**config.mk**
```make
export PLATFORM = sky130hd
export DESIGN_NAME = axi_rr_arbiter
export DESIGN_NICKNAME = d
export VERILOG_FILES = /design/src/rtl/axi_rr_arbiter.sv
export SDC_FILE = /design/constraint.sdc
export NUM_CORES = 1
export LEC_CHECK = 0
export CAP_MARGIN = 10
export CELL_PAD_IN_SITES_DETAIL_PLACEMENT = 0
export CELL_PAD_IN_SITES_GLOBAL_PLACEMENT = 1
export CORE_AREA = 4 4 170 172
export CTS_BUF_LIST = sky130_fd_sc_hd__clkbuf_4 sky130_fd_sc_hd__clkbuf_8
export DETAILED_ROUTE_END_ITERATION = 10
export DIE_AREA = 0 0 174 176
export DONT_BUFFER_PORTS = 1
export PLACE_DENSITY_LB_ADDON = 0.1
export SETUP_SLACK_MARGIN = 0.15
export SLEW_MARGIN = 20
export SYNTH_ARGS = -nofsm -noshare
export SYNTH_HDL_FRONTEND = slang
export SYNTH_SLANG_ARGS = --single-unit
```
**constraint.sdc**
```tcl
create_clock -name clk_i -period 2.1 [get_ports clk_i]
set_clock_uncertainty 0.15 [all_clocks]
set_input_delay 0.315 -clock clk_i [delete_from_list [all_inputs] [get_ports clk_i]]
set_output_delay 0.315 -clock clk_i [all_outputs]
set_load 0.1 [all_outputs]
```
**src/rtl/axi_rr_arbiter.sv**
```systemverilog
// axi_rr_arbiter: round-robin AXI4-Lite arbiter, grant held for one whole read or write transaction
module axi_rr_arbiter #(
   parameter  int N_MST     = 2,
   localparam int WIDTH_MST = (N_MST > 1) ? $clog2(N_MST) : 1
) (
   input  logic                  clk_i,
   input  logic                  rst_i,
   input  logic [N_MST-1:0]      m_arvalid_i,
   output logic [N_MST-1:0]      m_aready_o,
   input  logic [32*N_MST-1:0]   m_araddr_i,
   output logic [N_MST-1:0]      m_rvalid_o,
   input  logic [N_MST-1:0]      m_rready_i,
   output logic [32*N_MST-1:0]   m_rdata_o,
   output logic [2*N_MST-1:0]    m_rresp_o,
   input  logic [N_MST-1:0]      m_awvalid_i,
   output logic [N_MST-1:0]      m_awready_o,
   input  logic [32*N_MST-1:0]   m_awaddr_i,
   input  logic [N_MST-1:0]      m_wvalid_i,
   output logic [N_MST-1:0]      m_wready_o,
   input  logic [32*N_MST-1:0]   m_wdata_i,
   input  logic [4*N_MST-1:0]    m_wstrb_i,
   output logic [N_MST-1:0]      m_bvalid_o,
   input  logic [N_MST-1:0]      m_bready_i,
   output logic [2*N_MST-1:0]    m_bresp_o,
   output logic                  s_arvalid_o,
   input  logic                  s_aready_i,
   output logic [31:0]           s_araddr_o,
   input  logic                  s_rvalid_i,
   output logic                  s_rready_o,
   input  logic [31:0]           s_rdata_i,
   input  logic [1:0]            s_rresp_i,
   output logic                  s_awvalid_o,
   input  logic                  s_awready_i,
   output logic [31:0]           s_awaddr_o,
   output logic                  s_wvalid_o,
   input  logic                  s_wready_i,
   output logic [31:0]           s_wdata_o,
   output logic [3:0]            s_wstrb_o,
   input  logic                  s_bvalid_i,
   output logic                  s_bready_o,
   input  logic [1:0]            s_bresp_i,
   output logic [N_MST-1:0]      grant_o
);
   typedef enum logic [2:0] {IDLE, AR, R, WR, B} state_t;
   state_t               state_q, state_d;
   logic [WIDTH_MST-1:0] grant_idx_q, grant_idx_d, last_q, last_d, pick, idx;
   logic                 aw_done_q, aw_done_d, w_done_q, w_done_d, aw_hs, w_hs;
   logic [N_MST-1:0]     req;
   logic [31:0]          g;
   assign req = m_arvalid_i | m_awvalid_i;
   assign g   = 32'(grant_idx_q);
   // scan from last+N down to last+1 so the nearest requester after last_q wins
   always_comb begin
      pick = '0;
      idx  = '0;
      for (int k = N_MST; k >= 1; k--) begin
         idx = WIDTH_MST'((int'(last_q) + k) % N_MST);
         if (req[idx]) pick = idx;
      end
   end
   always_comb begin
      state_d     = state_q;
      grant_idx_d = grant_idx_q;
      last_d      = last_q;
      aw_done_d   = aw_done_q;
      w_done_d    = w_done_q;
      aw_hs       = 1'b0;
      w_hs        = 1'b0;
      grant_o     = '0;
      m_aready_o  = '0;
      m_rvalid_o  = '0;
      m_rdata_o   = '0;
      m_rresp_o   = '0;
      m_awready_o = '0;
      m_wready_o  = '0;
      m_bvalid_o  = '0;
      m_bresp_o   = '0;
      s_arvalid_o = 1'b0;
      s_araddr_o  = '0;
      s_rready_o  = 1'b0;
      s_awvalid_o = 1'b0;
      s_awaddr_o  = '0;
      s_wvalid_o  = 1'b0;
      s_wdata_o   = '0;
      s_wstrb_o   = '0;
      s_bready_o  = 1'b0;
      case (state_q)
         IDLE: if (|req) begin
            grant_idx_d = pick;
            state_d     = m_arvalid_i[pick] ? AR : WR;
            aw_done_d   = 1'b0;
            w_done_d    = 1'b0;
         end
         AR: begin
            grant_o[grant_idx_q]    = 1'b1;
            s_arvalid_o             = m_arvalid_i[grant_idx_q];
            s_araddr_o              = m_araddr_i[g*32 +: 32];
            m_aready_o[grant_idx_q] = s_aready_i;
            if (s_aready_i & m_arvalid_i[grant_idx_q]) state_d = R;
         end
         R: begin
            grant_o[grant_idx_q]    = 1'b1;
            m_rvalid_o[grant_idx_q] = s_rvalid_i;
            m_rdata_o[g*32 +: 32]   = s_rdata_i;
            m_rresp_o[g*2 +: 2]     = s_rresp_i;
            s_rready_o              = m_rready_i[grant_idx_q];
            if (s_rvalid_i & m_rready_i[grant_idx_q]) begin
               last_d  = grant_idx_q;
               state_d = IDLE;
            end
         end
         WR: begin
            grant_o[grant_idx_q]     = 1'b1;
            s_awvalid_o              = m_awvalid_i[grant_idx_q] & ~aw_done_q;
            m_awready_o[grant_idx_q] = s_awready_i & ~aw_done_q;
            s_awaddr_o               = m_awaddr_i[g*32 +: 32];
            s_wvalid_o               = m_wvalid_i[grant_idx_q] & ~w_done_q;
            m_wready_o[grant_idx_q]  = s_wready_i & ~w_done_q;
            s_wdata_o                = m_wdata_i[g*32 +: 32];
            s_wstrb_o                = m_wstrb_i[g*4 +: 4];
            aw_hs                    = s_awvalid_o & s_awready_i;
            w_hs                     = s_wvalid_o & s_wready_i;
            aw_done_d                = aw_done_q | aw_hs;
            w_done_d                 = w_done_q | w_hs;
            if (aw_done_d & w_done_d) state_d = B;
         end
         B: begin
            grant_o[grant_idx_q]    = 1'b1;
            m_bvalid_o[grant_idx_q] = s_bvalid_i;
            m_bresp_o[g*2 +: 2]     = s_bresp_i;
            s_bready_o              = m_bready_i[grant_idx_q];
            if (s_bvalid_i & m_bready_i[grant_idx_q]) begin
               last_d  = grant_idx_q;
               state_d = IDLE;
            end
         end
         default: state_d = IDLE;
      endcase
   end
   always_ff @(posedge clk_i or negedge rst_i) begin
      if (!rst_i) begin
         state_q     <= IDLE;
         grant_idx_q <= '0;
         last_q      <= WIDTH_MST'(N_MST - 1);
         aw_done_q   <= 1'b0;
         w_done_q    <= 1'b0;
      end else begin
         state_q     <= state_d;
         grant_idx_q <= grant_idx_d;
         last_q      <= last_d;
         aw_done_q   <= aw_done_d;
         w_done_q    <= w_done_d;
      end
   end
endmodule
```
==> summary.md <==
| Metric | Value |
|---|---|
| Worst relative slew slack | `69.12%` |
| Top cells by area, synth | `mux2i_1 39%, and2_1 18%, nor2_1 15%` |
| Gr ovfl total | `0` |
| Drt first-iter violations | `50` |
| Top cells by count, synth | `108 x nor2_1, 104 x mux2i_1, 75 x and2_1` |
| Largest net degree at the start of global routing | `31` |
| Ys flop type | `dfrtp_1` |
| WL/cell | `20.15 um` |
| Total GRT Usage | `10.31%` |
| Data required, critical path | `1.63 ns` |
| CP startpoint kind | `flip-flop` |
| Clk slew on worst S/H paths | `0.04 ns` |
| First-pass GRT wire length | `24.12 mm` |
| Max clock buf depth | `2` |
| Hold EP | `state_q[2]$_DFFE_PN0P_` |
| Worst r2r dst | `last_q$_DFFE_PN1P_` |
| Final net count | `793` |
| Cell count after synthesis | `383` |
| Area of the core | `27480 sq um` |
| Drt pass-1 iters | `4` |
| Max Transition Viols Final | `0` |
| CTS buffer count | `3` |
| Sequential fraction of the synthesis area | `6.670%` |
| Reg2reg path depth | `7` |
| Netlist cell types | `37` |
| Die area | `30620 sq um` |
| CTS root buf | `clkbuf_8` |
| Via count | `3479` |
| Die height | `176 um` |
| Arrival @ worst endpoint | `1.72 ns` |
| Worst-path fanout max | `9` |
| Layout cells sized above 1 | `82.56%` |
| CP Capture Type | `output port` |
| PortBufs | `0` |
| Post-synthesis async set-or-reset flop share | `100.0%` |
| Hold WC Path Type | `primary input to flip-flop` |
| RR Startpoint | `grant_idx_q$_DFFE_PN0P_` |
| Mean Syn Cell Area | `6.906 sq um` |
| Placed Instances | `843` |
| CTS tree | `yes` |
| Crit. Startpoint | `state_q[1]$_DFFE_PN0P_` |
| Min Tclk post-route | `2.183 ns` |
| Starting density of the core | `9.627%` |
| Area of the mapped netlist | `2645 sq um` |
| Max Cap Viol | `0` |
| Highest clock rate | `0.4580 GHz` |
| Finished Layout Cells | `885` |
| Number of global-route vias before repair | `3895` |
| Post-synth top area share | `39.36%` |
| Gp weighted congestion | `0.7153` |
| Setup violators final | `172` |
| Remaining DRCs | `0` |
| Final hold violations | `0` |
| Antenna Nets Post-Route | `0` |
| Outcome | `finished, violations left` |
| Area leader, netlist | `mux2i_1` |
| CTS Sinks | `7` |
| Area growth syn-to-layout | `194.1%` |
| Most frequent cell after synthesis | `nor2_1` |
| Detailed Place HPWL | `14.26 mm` |
| Worst-Margin Slew | `0.4590 ns` |
| Final setup margin | `-0.08343 ns` |
| Post-DR vias/cell | `3.931` |
| Ys Warns | `0` |
| RSZ-0062 raised after global routing | `true` |
| Worst reg2reg setup slack | `0.01 ns` |
| Setup Crit Path Kind | `flip-flop to output port` |
| Syn_nets | `636` |
| Seq cells post-synth | `7` |
| # IOs | `442` |
| Period utilization | `104.0%` |
| Antenna diode count | `0` |
| Rows | `61` |
| Failing checks | `setup timing` |
| Clk Latency, worst-skew pair | `0.23 ns` |
| Die X | `174 um` |
| Hold Crit Depth | `2` |
| EDFF count, synth | `0` |
| Post-Route WL | `17.83 mm` |
| # H-tree levels | `1` |
| HP Start | `s_bvalid_i` |
| Antenna violations before repair | `1` |
worst max path at each step:
stage,endpoint,cells past startpoint
2_1_floorplan,m_awready_o[0],5
3_3_place_gp,s_araddr_o[10],4
3_5_place_dp,s_araddr_o[10],4
4_1_cts,m_rdata_o[32],6
5_1_grt,s_awaddr_o[1],5
6_report,m_rdata_o[1],6
flip-flops by register name, summed over array words and instances (netlist names):
register / count
w_done_q: 1
state_q: 3
aw_done_q: 1
grant_idx_q: 1
last_q: 1
cells in the final DEF (no fill, tap or decap), types with 2 or more instances in the layout:
master,n
o22a_1,2
a21oi_1,4
nand2_8,2
nor2b_1,2
mux2i_1,64
nor2_4,102
nor4b_4,2
mux2_2,2
nor3b_4,3
nand2b_4,2
nand2_2,2
dfrtp_1,4
clkbuf_8,3
buf_6,14
buf_4,20
mux2i_4,5
and4b_2,2
nor2_1,5
mux2i_2,35
and2_4,75
and3_2,2
buf_16,12
buf_12,132
and3_4,3
nand2_1,2
nor3_4,4
clkbuf_16,6
worst max-delay path, stage by stage, from the launching register on:
cell,delay [ns]
dfrtp_2,0.40
buf_6,0.12
nand2b_4,0.07
nor3_4,0.23
buf_6,0.17
clkbuf_16,0.16
and2_4,0.33
stage by stage:
step | TNS, ns | utilization, % | hold WS (ns) | area (sq um) | setup slack, ns
6_report | -6.308 | 28.31 | 0.1441 | 7779 | -0.08343
3_3_place_gp | -0.01133 | 24.52 | -0.1293 | 6738 | -0.01133
5_1_grt | -18.08 | 28.31 | 0.1596 | 7779 | -0.1423
2_1_floorplan | -9.090 | - | -0.1306 | 3794 | -0.3116
3_5_place_dp | -0.1131 | 24.52 | -0.1293 | 6738 | -0.03380
4_1_cts | -10.19 | 26.93 | 0.1396 | 7398 | -0.08650
area by class of cell:
class	instances	area (sq um)
clock buffer	4	48.80
timing repair buffer	186	3456
multi-input combinational	341	3656
fill	2771	19700
tap	346	432.9
sequential	7	181.4
inverter	1	3.754
what timing repair did:
| item | 4_1_cts | 5_1_grt |
|---|---|---|
| gates resized for setup | 65 | 49 |
| endpoints found under the setup margin | 193 | 193 |
| endpoints found under the hold margin | 7 | 0 |
| buffers inserted | 16 | 6 |
| hold buffers | 1 | 0 |
| gates cloned | 9 | 6 |
| pin swaps | 52 | 20 |
metal layers:
layer | share of wire (%) | global-route usage, %
met2 | 59 | 21.54
met4 | 0.76 | 2.112
met5 | 0.062 | 0
met3 | 9.4 | 3.683
met1 | 30 | 9.434
cell families (layout without fill, tap and decap cells):
logic type / after synthesis / after routing / share of synthesized area [%]
multiplexers: 107 / 107 / 40.78
buffers and inverters: 36 / 191 / 6.764
XOR/XNOR: 1 / 1 / 0.3312
AND/OR/NAND/NOR: 216 / 217 / 41.15
AO/OA/AOI/OAI: 16 / 16 / 4.305
flip-flops: 7 / 7 / 6.670
Power is not shown: default switching activity piles up to over one toggle a cycle in this logic, so the estimate is an artifact.
